## src/rtl/ifetch_rom.sv

```systemverilog
`default_nettype none
// ============================================================================
// Module   : ifetch_rom
// Purpose  : Byte-serial instruction fetch from a synchronous 8-bit ROM,
//            assembling little-endian 32-bit instructions for decode.
// Revision : 1.0
// ============================================================================
module ifetch_rom #(
    parameter logic [31:0] RESET_PC = 32'h0000_0000,
    parameter int          ROM_LAT  = 1,
    parameter int          ADDR_W   = 8
) (
    input  logic              clk,
    input  logic              rst_n,
    input  logic              en,
    input  logic              redirect_valid,
    input  logic [31:0]       redirect_pc,
    output logic [ADDR_W-1:0] rom_address,
    input  logic [7:0]        rom_q,
    output logic              inst_valid,
    input  logic              inst_ready,
    output logic [31:0]       inst,
    output logic [31:0]       inst_pc
);

    localparam logic [1:0]  c_FETCH = 2'd0;
    localparam logic [1:0]  c_WAIT  = 2'd1;
    localparam logic [1:0]  c_HOLD  = 2'd2;
    localparam logic [31:0] c_RESET_PC_AL = {RESET_PC[31:2], 2'b00};

    logic [1:0]  r_state;
    logic [31:0] r_pc;
    logic [1:0]  r_issue_cnt;
    logic [23:0] r_buf;
    logic [31:0] r_inst;
    logic [31:0] r_inst_pc;
    logic        r_inst_valid;
    // Tag pipe entry: {valid, byte index}; entry ROM_LAT-1 lines up with rom_q.
    logic [2:0]  r_tag [ROM_LAT];

    logic        w_issue;
    logic [2:0]  w_tag_in;
    logic [2:0]  w_tag_out;
    logic        w_cap;
    logic [1:0]  w_cap_idx;

    assign w_issue   = (r_state == c_FETCH) && en;
    assign w_tag_in  = {w_issue, r_issue_cnt};
    assign w_tag_out = r_tag[ROM_LAT-1];
    assign w_cap     = w_tag_out[2];
    assign w_cap_idx = w_tag_out[1:0];

    assign rom_address = rst_n ? (r_pc[ADDR_W-1:0] + ADDR_W'(r_issue_cnt))
                               : c_RESET_PC_AL[ADDR_W-1:0];
    assign inst_valid  = r_inst_valid;
    assign inst        = r_inst;
    assign inst_pc     = r_inst_pc;

    always_ff @(posedge clk) begin
        if (!rst_n) begin
            r_state      <= c_FETCH;
            r_pc         <= c_RESET_PC_AL;
            r_issue_cnt  <= 2'd0;
            r_buf        <= 24'd0;
            r_inst       <= 32'd0;
            r_inst_pc    <= 32'd0;
            r_inst_valid <= 1'b0;
            for (int i = 0; i < ROM_LAT; i++) begin
                r_tag[i] <= 3'd0;
            end
        end else if (redirect_valid) begin
            // Flushing the tag pipe drops every read issued up to this edge.
            r_state      <= c_FETCH;
            r_pc         <= {redirect_pc[31:2], 2'b00};
            r_issue_cnt  <= 2'd0;
            r_buf        <= 24'd0;
            r_inst_valid <= 1'b0;
            for (int i = 0; i < ROM_LAT; i++) begin
                r_tag[i] <= 3'd0;
            end
        end else begin
            r_tag[0] <= w_tag_in;
            for (int i = 1; i < ROM_LAT; i++) begin
                r_tag[i] <= r_tag[i-1];
            end

            case (r_state)
                c_FETCH: begin
                    if (en) begin
                        if (r_issue_cnt == 2'd3) begin
                            r_state <= c_WAIT;
                        end else begin
                            r_issue_cnt <= r_issue_cnt + 2'd1;
                        end
                    end
                end
                c_WAIT: begin
                end
                c_HOLD: begin
                    if (inst_ready) begin
                        r_inst_valid <= 1'b0;
                        r_pc         <= r_pc + 32'd4;
                        r_issue_cnt  <= 2'd0;
                        r_state      <= c_FETCH;
                    end
                end
                default: r_state <= c_FETCH;
            endcase

            // The last byte only ever arrives in WAIT, so this cannot collide with HOLD.
            if (w_cap) begin
                case (w_cap_idx)
                    2'd0: r_buf[7:0]   <= rom_q;
                    2'd1: r_buf[15:8]  <= rom_q;
                    2'd2: r_buf[23:16] <= rom_q;
                    default: begin
                        r_inst       <= {rom_q, r_buf};
                        r_inst_pc    <= r_pc;
                        r_inst_valid <= 1'b1;
                        r_state      <= c_HOLD;
                    end
                endcase
            end
        end
    end

endmodule
`default_nettype wire

```

## config.mk

```make
export PLATFORM = sky130hd
export DESIGN_NAME = ifetch_rom
export DESIGN_NICKNAME = d
export VERILOG_FILES = /design/src/rtl/ifetch_rom.sv
export SDC_FILE = /design/constraint.sdc
export NUM_CORES = 1
export LEC_CHECK = 0
export ABC_CLOCK_PERIOD_IN_PS = 4500
export CAP_MARGIN = 20
export CORE_MARGIN = 2
export CORE_UTILIZATION = 54
export DETAILED_ROUTE_END_ITERATION = 7
export PLACE_DENSITY = 0.93
export SLEW_MARGIN = 20
export SYNTH_ARGS = -nofsm -noshare
export SYNTH_HDL_FRONTEND = slang
export SYNTH_SLANG_ARGS = --single-unit
```

## constraint.sdc

```tcl
create_clock -name clk -period 4.5 [get_ports clk]
set_input_delay 0.45 -clock clk [delete_from_list [all_inputs] [get_ports clk]]
set_output_delay 0.45 -clock clk [all_outputs]
set_load 0.02 [all_outputs]
```

## After elaboration in Yosys (flattened, before gate mapping)

Memories as Yosys holds them, arrays and structs flattened.
Index checks and enable logic that the tools add are counted.

| operators by class | value |
|---|---|
| add/sub/neg operators | 3 |
| equality and inequality tests | 8 |
| muxes and demuxes | 29 |
| bitwise operators | 3 |
| reductions and logical operators | 17 |

Operators by type and width:

| kind | number |
|---|---|
| $mux 32 | 3 |
| $add 32x3->32 const B | 1 |
| $mux 2 | 8 |
| $mux 1 | 13 |
| $reduce_and 2->1 | 5 |
| $reduce_or 3->1 | 3 |
| $add 8x2->8 | 1 |
| $mux 8 | 1 |
| $eq 2x2->1 const B | 3 |
| $mux 3 | 2 |
| $ne 2x2->1 const B | 3 |
| $pmux 2 s3 | 1 |
| $reduce_bool 2->1 | 3 |
| $eq 2x1->1 const B | 2 |
| $logic_not 2->1 | 2 |
| $pmux 2 s2 | 1 |
| $reduce_and 4->1 | 1 |
| $not 1->1 | 3 |
| $reduce_and 3->1 | 1 |
| $add 2x1->2 const B | 1 |
| $reduce_or 2->1 | 1 |
| $logic_and 1x1->1 | 1 |

| word-level totals | value |
|---|---|
| bits in registers | 125 |
| memory bits (writable) | 3 |
| input port bits | 45 |
| output and inout port bits | 73 |
| memories | 1 |

Memory list:

| name | words | bits a word | read ports | clocked after memory_dff | wr ports | RTL line | text |
|---|---|---|---|---|---|---|---|
| r_tag | 1 | 3 | 1 | 0 | 1 | 39 | `logic [2:0] r_tag [ROM_LAT];` |

## Logic depth before layout (Yosys ltp)

Gate-level depths: netlist of run 1.

| depth | value |
|---|---|
| depth after elaboration | 6 |
| mapped depth | 6 |

## Least setup slack after synthesis of run 1

No wires, ideal clock.

| timing | value |
|---|---|
| path type | reg-to-reg |
| start point | register r_pc[2] |
| end point | register r_pc[28] |
| arrival | 1.844 ns |
| required time | 4.438 ns |
| slack | 2.593 ns |
| cell stages (with the launch flop) | 7 |
| path buffers | 1 |
| clock period less this slack | 1.907 ns |
| cells stage by stage | dfxtp_1 -> ha_1 -> nand4b_2 -> or3_1 -> buf_2 -> or4_1 -> nand3_1 |

| on the way | value |
|---|---|
| cells in the longest elaborated chain, start to end | 4 |

Ends and longest elaborated chain:

| what | RTL line | text |
|---|---|---|
| start: declaration | 32 | `logic [31:0] r_pc;` |
| start signal: assignment | 62 | `r_pc <= c_RESET_PC_AL;` |
| start signal: assignment | 74 | `r_pc <= {redirect_pc[31:2], 2'b00};` |
| start signal: assignment | 102 | `r_pc <= r_pc + 32'd4;` |
| $add 32x3->32 | 102 |  |
| $mux 32 | 100 | `if (inst_ready) begin` |
| $mux 32 | 87 | `case (r_state)` |
| $mux 32 | 71 | `end else if (redirect_valid) begin` |

Every way passes these cells. The select of a mux whose other input is x is not followed.
A chain may end at the register's enable or synchronous reset.

## Worst setup path in the final report of run 1

| timing | value |
|---|---|
| start point | input port inst_ready |
| end point | register r_pc[31] |

| on the way | value |
|---|---|
| cells in the longest elaborated chain, start to end | 2 |

Ends and longest elaborated chain:

| what | RTL line | text |
|---|---|---|
| start: declaration | 21 | `input logic inst_ready,` |
| $reduce_bool 2->1 (no line) | -- |  |
| $reduce_and 2->1 (no line) | -- |  |

Every way passes these cells.

==> results of run 1 <==
==> cell type report <==
class | count | area share (%)
flip-flops and latches | 124 | 35.8
clock inverters | 15 | 2.69
repair buffers | 118 | 16.6
well taps | 129 | 2.30
multi-input cells | 459 | 36.3
inverters | 6 | 0.321
clock buffers | 17 | 5.91
==> Yosys cell counts, types with 9 or more instances <==
library cell  count  area [um2]
dfxtp_1         121        2420
nor2_1           42         158
mux2i_1          29         290
xnor2_1           9        78.8
and2_1           11        68.8
o21ai_0          22         110
nand3_1          12        60.1
nand2_1         138         518
or4_1             9        67.6
clkbuf_1         39         146
a31oi_1          11        68.8
a21oi_1          73         365
==> worst max path at each step <==
stage,cells after the start,end,from,slack (ns)
floorplan,6,r_pc[28]$_SDFFE_PN0P_,r_pc[2]$_SDFFE_PN0P_,2.59
global placement,5,r_pc[30]$_SDFFE_PN0P_,rst_n,1.50
detailed placement,4,r_pc[29]$_SDFFE_PN0P_,rst_n,1.40
CTS,3,rom_address[0],rst_n,1.50
global route,5,r_pc[31]$_SDFFE_PN0P_,inst_ready,1.89
finish,5,r_pc[31]$_SDFFE_PN0P_,inst_ready,2.02
==> cells by family (layout without fill, tap and decap cells) <==
| logic type | Yosys count | in the layout | synth area share (%) |
|---|---|---|---|
| compound gates | 135 | 135 | 14.8 |
| mux | 29 | 29 | 5.53 |
| flops | 124 | 124 | 47.9 |
| fa+ha+maj | 2 | 2 | 0.477 |
| other cells | 2 | 5 | 0.143 |
| simple gates | 278 | 278 | 25.4 |
| buf+inv | 54 | 156 | 4.10 |
| xor+xnor | 10 | 10 | 1.67 |
==> per-stage QoR <==
step / hold WS, ns / cell area [um2]
after CTS: 0.454 / 7010
after floorplan: 0.431 / 5260
after global placement: 0.439 / 6410
final: 0.451 / 7010
after global routing: 0.469 / 7010
after detailed placement: 0.446 / 6410
==> placed cells by master, fill, tap and decap left out, types with 8 or more instances in the layout <==
| master | netlist | final |
|---|---|---|
| mux2i_1 | 29 | 29 |
| or3_1 | 8 | 8 |
| dfxtp_1 | 121 | 121 |
| and2_1 | 11 | 11 |
| or4_1 | 9 | 9 |
| a31oi_1 | 11 | 11 |
| nand2_1 | 138 | 138 |
| clkbuf_16 | 0 | 16 |
| nor4_1 | 8 | 8 |
| nor2_1 | 42 | 41 |
| a21oi_1 | 73 | 73 |
| nand3_1 | 12 | 12 |
| xnor2_1 | 9 | 9 |
| nand4_1 | 8 | 8 |
| o21ai_0 | 22 | 22 |
| clkdlybuf4s50_1 | 0 | 112 |
| nor2b_1 | 8 | 8 |
==> state kept, by name, indices dropped and copies added (netlist names) <==
signal and count:
r_buf 24, inst_valid 1, r_state 2, inst_pc 30, r_pc 30, r_issue_cnt 2, r_tag 3, inst 32
==> critical path: cells and delay by family <==
| kind | cells | cell delay (ns) |
|---|---|---|
| AO/OA/AOI/OAI | 1 | 0.19 |
| AND/OR/NAND/NOR | 3 | 1.71 |
| buffers and inverters | 1 | 0.57 |
==> layer usage <==
metal / global-route usage (%) / vias to the layer above
met3: 6.37 / 38
met2: 46.5 / 240
li1: - / 2384
met5: 0 / -
met1: 33.9 / 2418
met4: 14.1 / 0
==> power by group through the flow <==
stage               combinational (uW)  clock [uW]  sequential, uW
floorplan                         92.8           0            1180
global placement                   158           0            1180
finish                             169        1380            1170
detailed placement                 163           0            1190
global route                       181        1430            1170
CTS                                167        1390            1160
==> flow_metrics.tcl, run 1 <==
set metrics [dict create \
    htreeDepth 4 \
    worst_slack_ns 2.02 \
    status "finished clean" \
    cts_tree "built" \
    internal_power_uw 2060 \
    totalWireLength_mm 14.5 \
    ys_async_sr_fraction_pct 0 \
    cp_max_fo 13 \
    total_power_uw 2710 \
    antenna_found_initial 0 \
    portBuffers 113 \
    wl_per_cell_um 16.7 \
    seq_power_share_pct 43.0 \
    hold_buffers 0 \
    core-area_um2 9330 \
    syn_area_um2 5250 \
    final_max_slew_viol_count 0 \
    cts.sinks 124 \
    topRoutingLayerUsed "met4" \
    hpwl_mm 9.07 \
    hold_path.class "register to register" \
    fin_crit_sh_pct 55.2 \
    hold_viol_final 0 \
    period_needed_ns 2.48 \
    via_per_inst 5.85 \
    ys.flop_type "dfxtp_1" \
    rows 35 \
    final-setup-viol-count 0 \
    root_buffer "clkbuf_8" \
    synth-edff-count 3 \
    overflow 0 \
    worst_ep_required_time_ns 4.94 \
    r2r_setup_slack_ns 2.06 \
    crit_path_max_incr_delay_ns 0.73 \
    regToRegStartpoint "r_state[1]$_SDFF_PN0_" \
    final_util_pct 75.2 \
    path_clk_slew_ns 0.06 \
    switching_share_pct 23.9 \
    ys_seq_elements 124 \
    initialDrtViolationCount 405 \
    ant_nets 0 \
    netlist-cell-type-count 53 \
    clock_latency_ns 0.53 \
    net-switching-power_uw 648 \
    endpoint_kind "register" \
    clkPwrFrac_pct 50.7 \
    startpoint_type "primary input" \
    regArea_um2 2510 \
    fill_cells 681 \
    maxSlewHeadroom_pct 29.7 \
    whs_path_depth 2 \
    antennaDiodeCount 0 \
    drc 0 \
    cts_resized 0 \
    yosysWarnings 0 \
    start_util_pct 56.3 \
    dr_wl_met2_mm 7.22 \
    min-delay-start "inst_pc[17]$_SDFFE_PN0P_" \
    firstDrtPassIters 5 \
    reg2regPathDepth 4 \
    synth_seq_area_share_pct 47.9 \
    grt_pass1_vias 4859 \
    slowest_stage "or3_1" \
    cts_buffers 17 \
    io_pins 118 \
    power.share.combinational_pct 6.2 \
    arrival_ns 2.93 \
    tightest_slew_ns 1.04 \
    syn2layout_area_growth_pct 33.6 \
    gp_congestion 0.842 \
    pre_cts_ws_ns 1.40 \
    p_leak_uw 0.00244 \
    cts_setup_buffers 0 \
    wl_met1_mm 5.91 \
    vias 5080 \
    fmax_mhz 403 \
    place_inst 836 \
    setup_tns_ns 0 \
    fp.dieW_um 103 \
    grt_usage_pct 27.9 \
    syn_avg_cell_area_um2 8.28 \
    peakVddDrop_mv 0.333 \
    die_area_um2 10500 \
    route.met3.wl_um 943 \
    grt_setup_unrepaired "false" \
    grt_pass1_wl_mm 23.0 \
    worstReg2RegEnd "r_pc[31]$_SDFFE_PN0P_" \
    die_y_um 103 \
    crit_chain "clkdlybuf4s50_1, nand3b_1, or3_1, or4_1, o211ai_1" \
    grt_max_degree 73 \
    clock_skew_ns 0.0102 \
    drv_cap 0 \
    clockBufferDepth 2 \
    multi_input_area_um2 2550 \
    critPathKind "primary input to register" \
    holdPathEnd "inst_pc[17]$_SDFFE_PN0P_" \
    p_per_area_nw_per_um2 387 \
    finalNonFillerCells 868 \
    syn_inst 634 \
    drive_gt1_share_pct 7.04 \
    nets 773 \
]
Power figures use the tool's default switching activity.
==> run 2, diff against run 1 <==
- ABC_CLOCK_PERIOD_IN_PS: 4500 -> 2200
- CORE_UTILIZATION: 54 -> 45
- PLACE_DENSITY: 0.93 -> 0.83
- clock period: 4.5 -> 2.2 ns (I/O delays scaled with it)
==> run 2 against run 1 <==
Net effect:
- first-iteration DRC count shrank 15%
- global-route usage shrank 4.4 points
- worst setup slack lost 1.9 ns
- via count grew 0.24%
- clock skew grew 0.0094 ns
- power grew 110%
- final area grew 3.0%
- clock power grew 110%
- critical endpoint is now r_pc[18]$_SDFFE_PN0P_
==> flow_metrics.tcl, run 2 (synthesis gave the netlist of run 1 again) <==
set metrics [dict create \
    status "finished clean" \
    overflow 0 \
    grtUsageMet2_pct 38.2 \
    die_y_um 112 \
    firstDrtPassIters 5 \
    cts.sinks 124 \
    endpoint_kind "register" \
    rows 39 \
    hpwl_mm 9.85 \
    grt_pass1_wl_mm 24.0 \
    start_util_pct 46.0 \
    worst_ep_required_time_ns 2.53 \
    path_clk_slew_ns 0.06 \
    period_needed_ns 2.08 \
    ant_nets 0 \
    fin_crit_sh_pct 94.3 \
    hold_viol_final 0 \
    drive_gt1_share_pct 9.10 \
    cts_setup_buffers 0 \
    clock_skew_ns 0.0196 \
    grt_use_met3_pct 6.53 \
    wl_per_cell_um 16.0 \
    cp_max_fo 10 \
    p_leak_uw 0.00253 \
    die_area_um2 12500 \
    clock_latency_ns 0.42 \
    clockBufferDepth 2 \
    critPathKind "register to register" \
    tightest_slew_ns 0.552 \
    arrival_ns 2.41 \
    cts_tree "built" \
    gp_congestion 0.848 \
    htreeDepth 4 \
    startpoint_type "register" \
    io_pins 118 \
    final_common_cell "nand2_1" \
    pre_cts_ws_ns 0.0319 \
    grt_usage_pct 23.5 \
    cts_buffers 17 \
    core-area_um2 11400 \
    antennaDiodeCount 0 \
    portBuffers 113 \
    antenna_found_initial 0 \
    final-setup-viol-count 0 \
    timing.hold.ws_ns 0.406 \
    final_cell_mix "nand2_1, dfxtp_1, clkdlybuf4s50_1, a21oi_1, nor2_1" \
    nets 792 \
    final_max_slew_viol_count 0 \
    fill_cells 954 \
    via_per_inst 5.65 \
    hold_buffers 0 \
    grt_busiest_layer "met2" \
    setup_tns_ns 0 \
    grt_pass1_vias 4933 \
    worst_slack_ns 0.124 \
    final_util_pct 63.2 \
    root_buffer "clkbuf_16" \
    regArea_um2 2510 \
    drv_cap 0 \
    grt_util_met1_pct 30.0 \
    drc 0 \
    grt_setup_unrepaired "false" \
    hold_path.class "primary input to register" \
    vias 5092 \
    initialDrtViolationCount 346 \
    syn2layout_area_growth_pct 37.6 \
    totalWireLength_mm 14.4 \
    grt_max_degree 50 \
    peakVddDrop_mv 0.442 \
    fp.dieW_um 112 \
    p_per_area_nw_per_um2 783 \
    maxSlewHeadroom_pct 63.1 \
    largest_reg_flops 32 \
    fmax_mhz 482 \
    multi_input_area_um2 2540 \
    cts_resized 0 \
]
[run 2: layout make-up]
type	count	area share, %
timing repair buffer	137	18.5
inverter	6	0.312
sequential	124	34.8
tap	143	2.48
clock buffer	20	6.48
multi-input combinational	459	35.2
clock inverter	12	2.22
[run 2: path summary, 6_finish.rpt]
| check | to | slack [ns] | cells after the start | startpoint |
|---|---|---|---|---|
| setup / recovery | r_pc[18]$_SDFFE_PN0P_ | 0.12 | 4 | r_pc[6]$_SDFFE_PN0P_ |
| hold / removal | r_pc[5]$_SDFFE_PN0P_ | 0.41 | 3 | redirect_pc[5] |
| setup reg to reg | r_pc[18]$_SDFFE_PN0P_ | 0.12 | 4 | r_pc[6]$_SDFFE_PN0P_ |
| hold reg to reg | inst_pc[11]$_SDFFE_PN0P_ | 0.45 | 2 | inst_pc[11]$_SDFFE_PN0P_ |
[run 2: critical path, stage by stage (launching register included)]
cell	delay (ns)
dfxtp_1	0.48
nand3_2	0.24
or3_1	0.58
or4_1	0.52
a31oi_1	0.16
[run 2: metrics by stage]
step           cell area [um2]  cells  total power, uW
3_3_place_gp              6590    869             2770
3_5_place_dp              6590    869             2790
2_1_floorplan             5260    637             2600
6_report                  7220    901             5660
5_1_grt                   7220    901             5850
4_1_cts                   7220    901             5690
[run 2: routing by layer]
layer / routed length (um) / share of wire [%]
met4: 272 / 1.9
met2: 6910 / 48
met5: 0 / 0
met1: 6040 / 42
met3: 1190 / 8.3
[run 2: power breakdown]
group          internal, uW  leakage (uW)  switching [uW]
Combinational           179       0.00122             186
Clock                  1890      0.000294            1020
Sequential             2310       0.00101            75.0
Total                  4370       0.00253            1280
==> run 3, diff against run 2 <==
- RECOVER_POWER: not set -> 25
==> run 3 against run 2 <==
Net effect:
- global-route usage is the same
- hold slack got worse by 0.0018 ns
- combinational power hardly changed
- maximum frequency barely moved
- first-iteration DRC count grew 7.2%
- utilization down 0.23 points
- routed wire length increased by 0.31%
- clock skew shrank 0.00082 ns
- critical path type unchanged
- critical endpoint unchanged
==> flow_metrics.tcl, run 3 (synthesis gave the netlist of run 1 again) <==
set metrics [dict create \
    cp.depth 5 \
    die_y_um 112 \
    final_common_cell "nand2_1" \
    grt_setup_unrepaired "false" \
    rows 39 \
    arrival_ns 2.41 \
    total_power_uw 5650 \
    path_clk_slew_ns 0.06 \
    initialDrtViolationCount 371 \
    startpoint_type "register" \
    final-setup-viol-count 0 \
    clock_latency_ns 0.42 \
    final_cell_mix "nand2_1, dfxtp_1, clkdlybuf4s50_1, a21oi_1, nor2_1" \
    root_buffer "clkbuf_16" \
    fp.dieW_um 112 \
    worst_ep_required_time_ns 2.53 \
    vias 5074 \
    grt_usage_pct 23.5 \
    timing.hold.ws_ns 0.405 \
    tightest_slew_ns 1.04 \
    grt_max_degree 50 \
    totalWireLength_mm 14.5 \
    antenna_found_initial 0 \
    fill_cells 960 \
    crit_start "r_pc[2]$_SDFFE_PN0P_" \
    htreeDepth 4 \
    overflow 0 \
    crit_buf_inv 0 \
    period_needed_ns 2.08 \
    maxSlewHeadroom_pct 30.5 \
    io_pins 118 \
    via_per_inst 5.63 \
    drv_cap 0 \
    min-delay-start "redirect_pc[5]" \
    hold_buffers 0 \
    reg2regPathDepth 5 \
    portBuffers 113 \
    fin_crit_sh_pct 94.3 \
    cts_buffers 17 \
    core-area_um2 11400 \
    p_leak_uw 0.00251 \
    grt_pass1_wl_mm 24.0 \
    drc 0 \
    start_util_pct 46.0 \
    hpwl_mm 9.85 \
    grt_pass1_vias 4933 \
    nets 792 \
    fmax_mhz 482 \
    largest_reg_flops 32 \
    antennaDiodeCount 0 \
    hold_path.class "primary input to register" \
    clockBufferDepth 2 \
    final_max_slew_viol_count 0 \
    firstDrtPassIters 7 \
    gp_congestion 0.848 \
    cts_resized 0 \
    slowest_stage "or4_1" \
    syn2layout_area_growth_pct 37.1 \
    regToRegStartpoint "r_pc[2]$_SDFFE_PN0P_" \
    p_per_area_nw_per_um2 785 \
    endpoint_kind "register" \
    status "finished clean" \
    multi_input_area_um2 2540 \
    cts_tree "built" \
    die_area_um2 12500 \
    drive_gt1_share_pct 8.71 \
    cts_setup_buffers 0 \
    critPathKind "register to register" \
    worst_slack_ns 0.124 \
    pre_cts_ws_ns 0.0319 \
    clock_skew_ns 0.0187 \
    regArea_um2 2510 \
    crit_chain "ha_1, nand4b_2, or3_1, or4_1, a31oi_1" \
    peakVddDrop_mv 0.441 \
    setup_tns_ns 0 \
    cp_max_fo 10 \
    hold_viol_final 0 \
    cts.sinks 124 \
    wl_per_cell_um 16.1 \
    whs_path_depth 3 \
    critPathTopFamily "simple AND/OR/NAND/NOR gates" \
    crit_path_max_incr_delay_ns 0.52 \
    ant_nets 0 \
]
## run 3: cell count changes in the layout (fill, tap and decap cells not counted)
cell and delta:
buf_4 -3, clkbuf_1 +3, and2_0 +1, and2_1 -1
buf_12 -1, clkbuf_2 +1, clkdlybuf4s50_1 -1, dlygate4sd3_1 +1
## run 3: worst register-to-register path, delay by kind of cell, from the launching register on
kind                     cells  cell delay, ns
AND/OR/NAND/NOR              3            1.16
AO/OA/AOI/OAI                1            0.16
adder cells (fa/ha/maj)      1            0.21
flip-flops                   1            0.47
## run 3: layout make-up
cell class                      instances  area share (%)
Clock buffer                           20            6.50
Clock inverter                         12            2.23
Inverter                                6           0.313
Multi-Input combinational cell        459            35.4
Sequential cell                       124            34.9
Tap cell                              143            2.49
Timing Repair Buffer                  137            18.2
## run 3: metrics by stage
step | utilization [%] | instance area (um2) | cells
floorplan | - | 5260 | 637
global placement | 57.7 | 6590 | 869
detailed placement | 57.7 | 6590 | 869
CTS | 63.2 | 7220 | 901
global route | 63.0 | 7200 | 901
finish | 63.0 | 7200 | 901
## run 3: where the power goes
| group | switching, uW | total (uW) | internal [uW] |
|---|---|---|---|
| combinational | 186 | 362 | 176 |
| clock | 1020 | 2900 | 1890 |
| sequential | 74.7 | 2390 | 2310 |
## run 3: path summary, 6_finish.rpt
path	endpoint	slack, ns
worst max-delay path	r_pc[18]$_SDFFE_PN0P_	0.12
worst min-delay path	r_pc[5]$_SDFFE_PN0P_	0.40
worst max register to register	r_pc[18]$_SDFFE_PN0P_	0.12
worst min register to register	inst_pc[20]$_SDFFE_PN0P_	0.45
## run 3: per-layer routing
layer	global-route usage, %	wire [um]	up-vias
met5	0	0	-
met4	9.02	244	0
met3	6.53	1090	27
met2	38.2	7000	214
met1	30.0	6140	2418
li1	-	-	2415
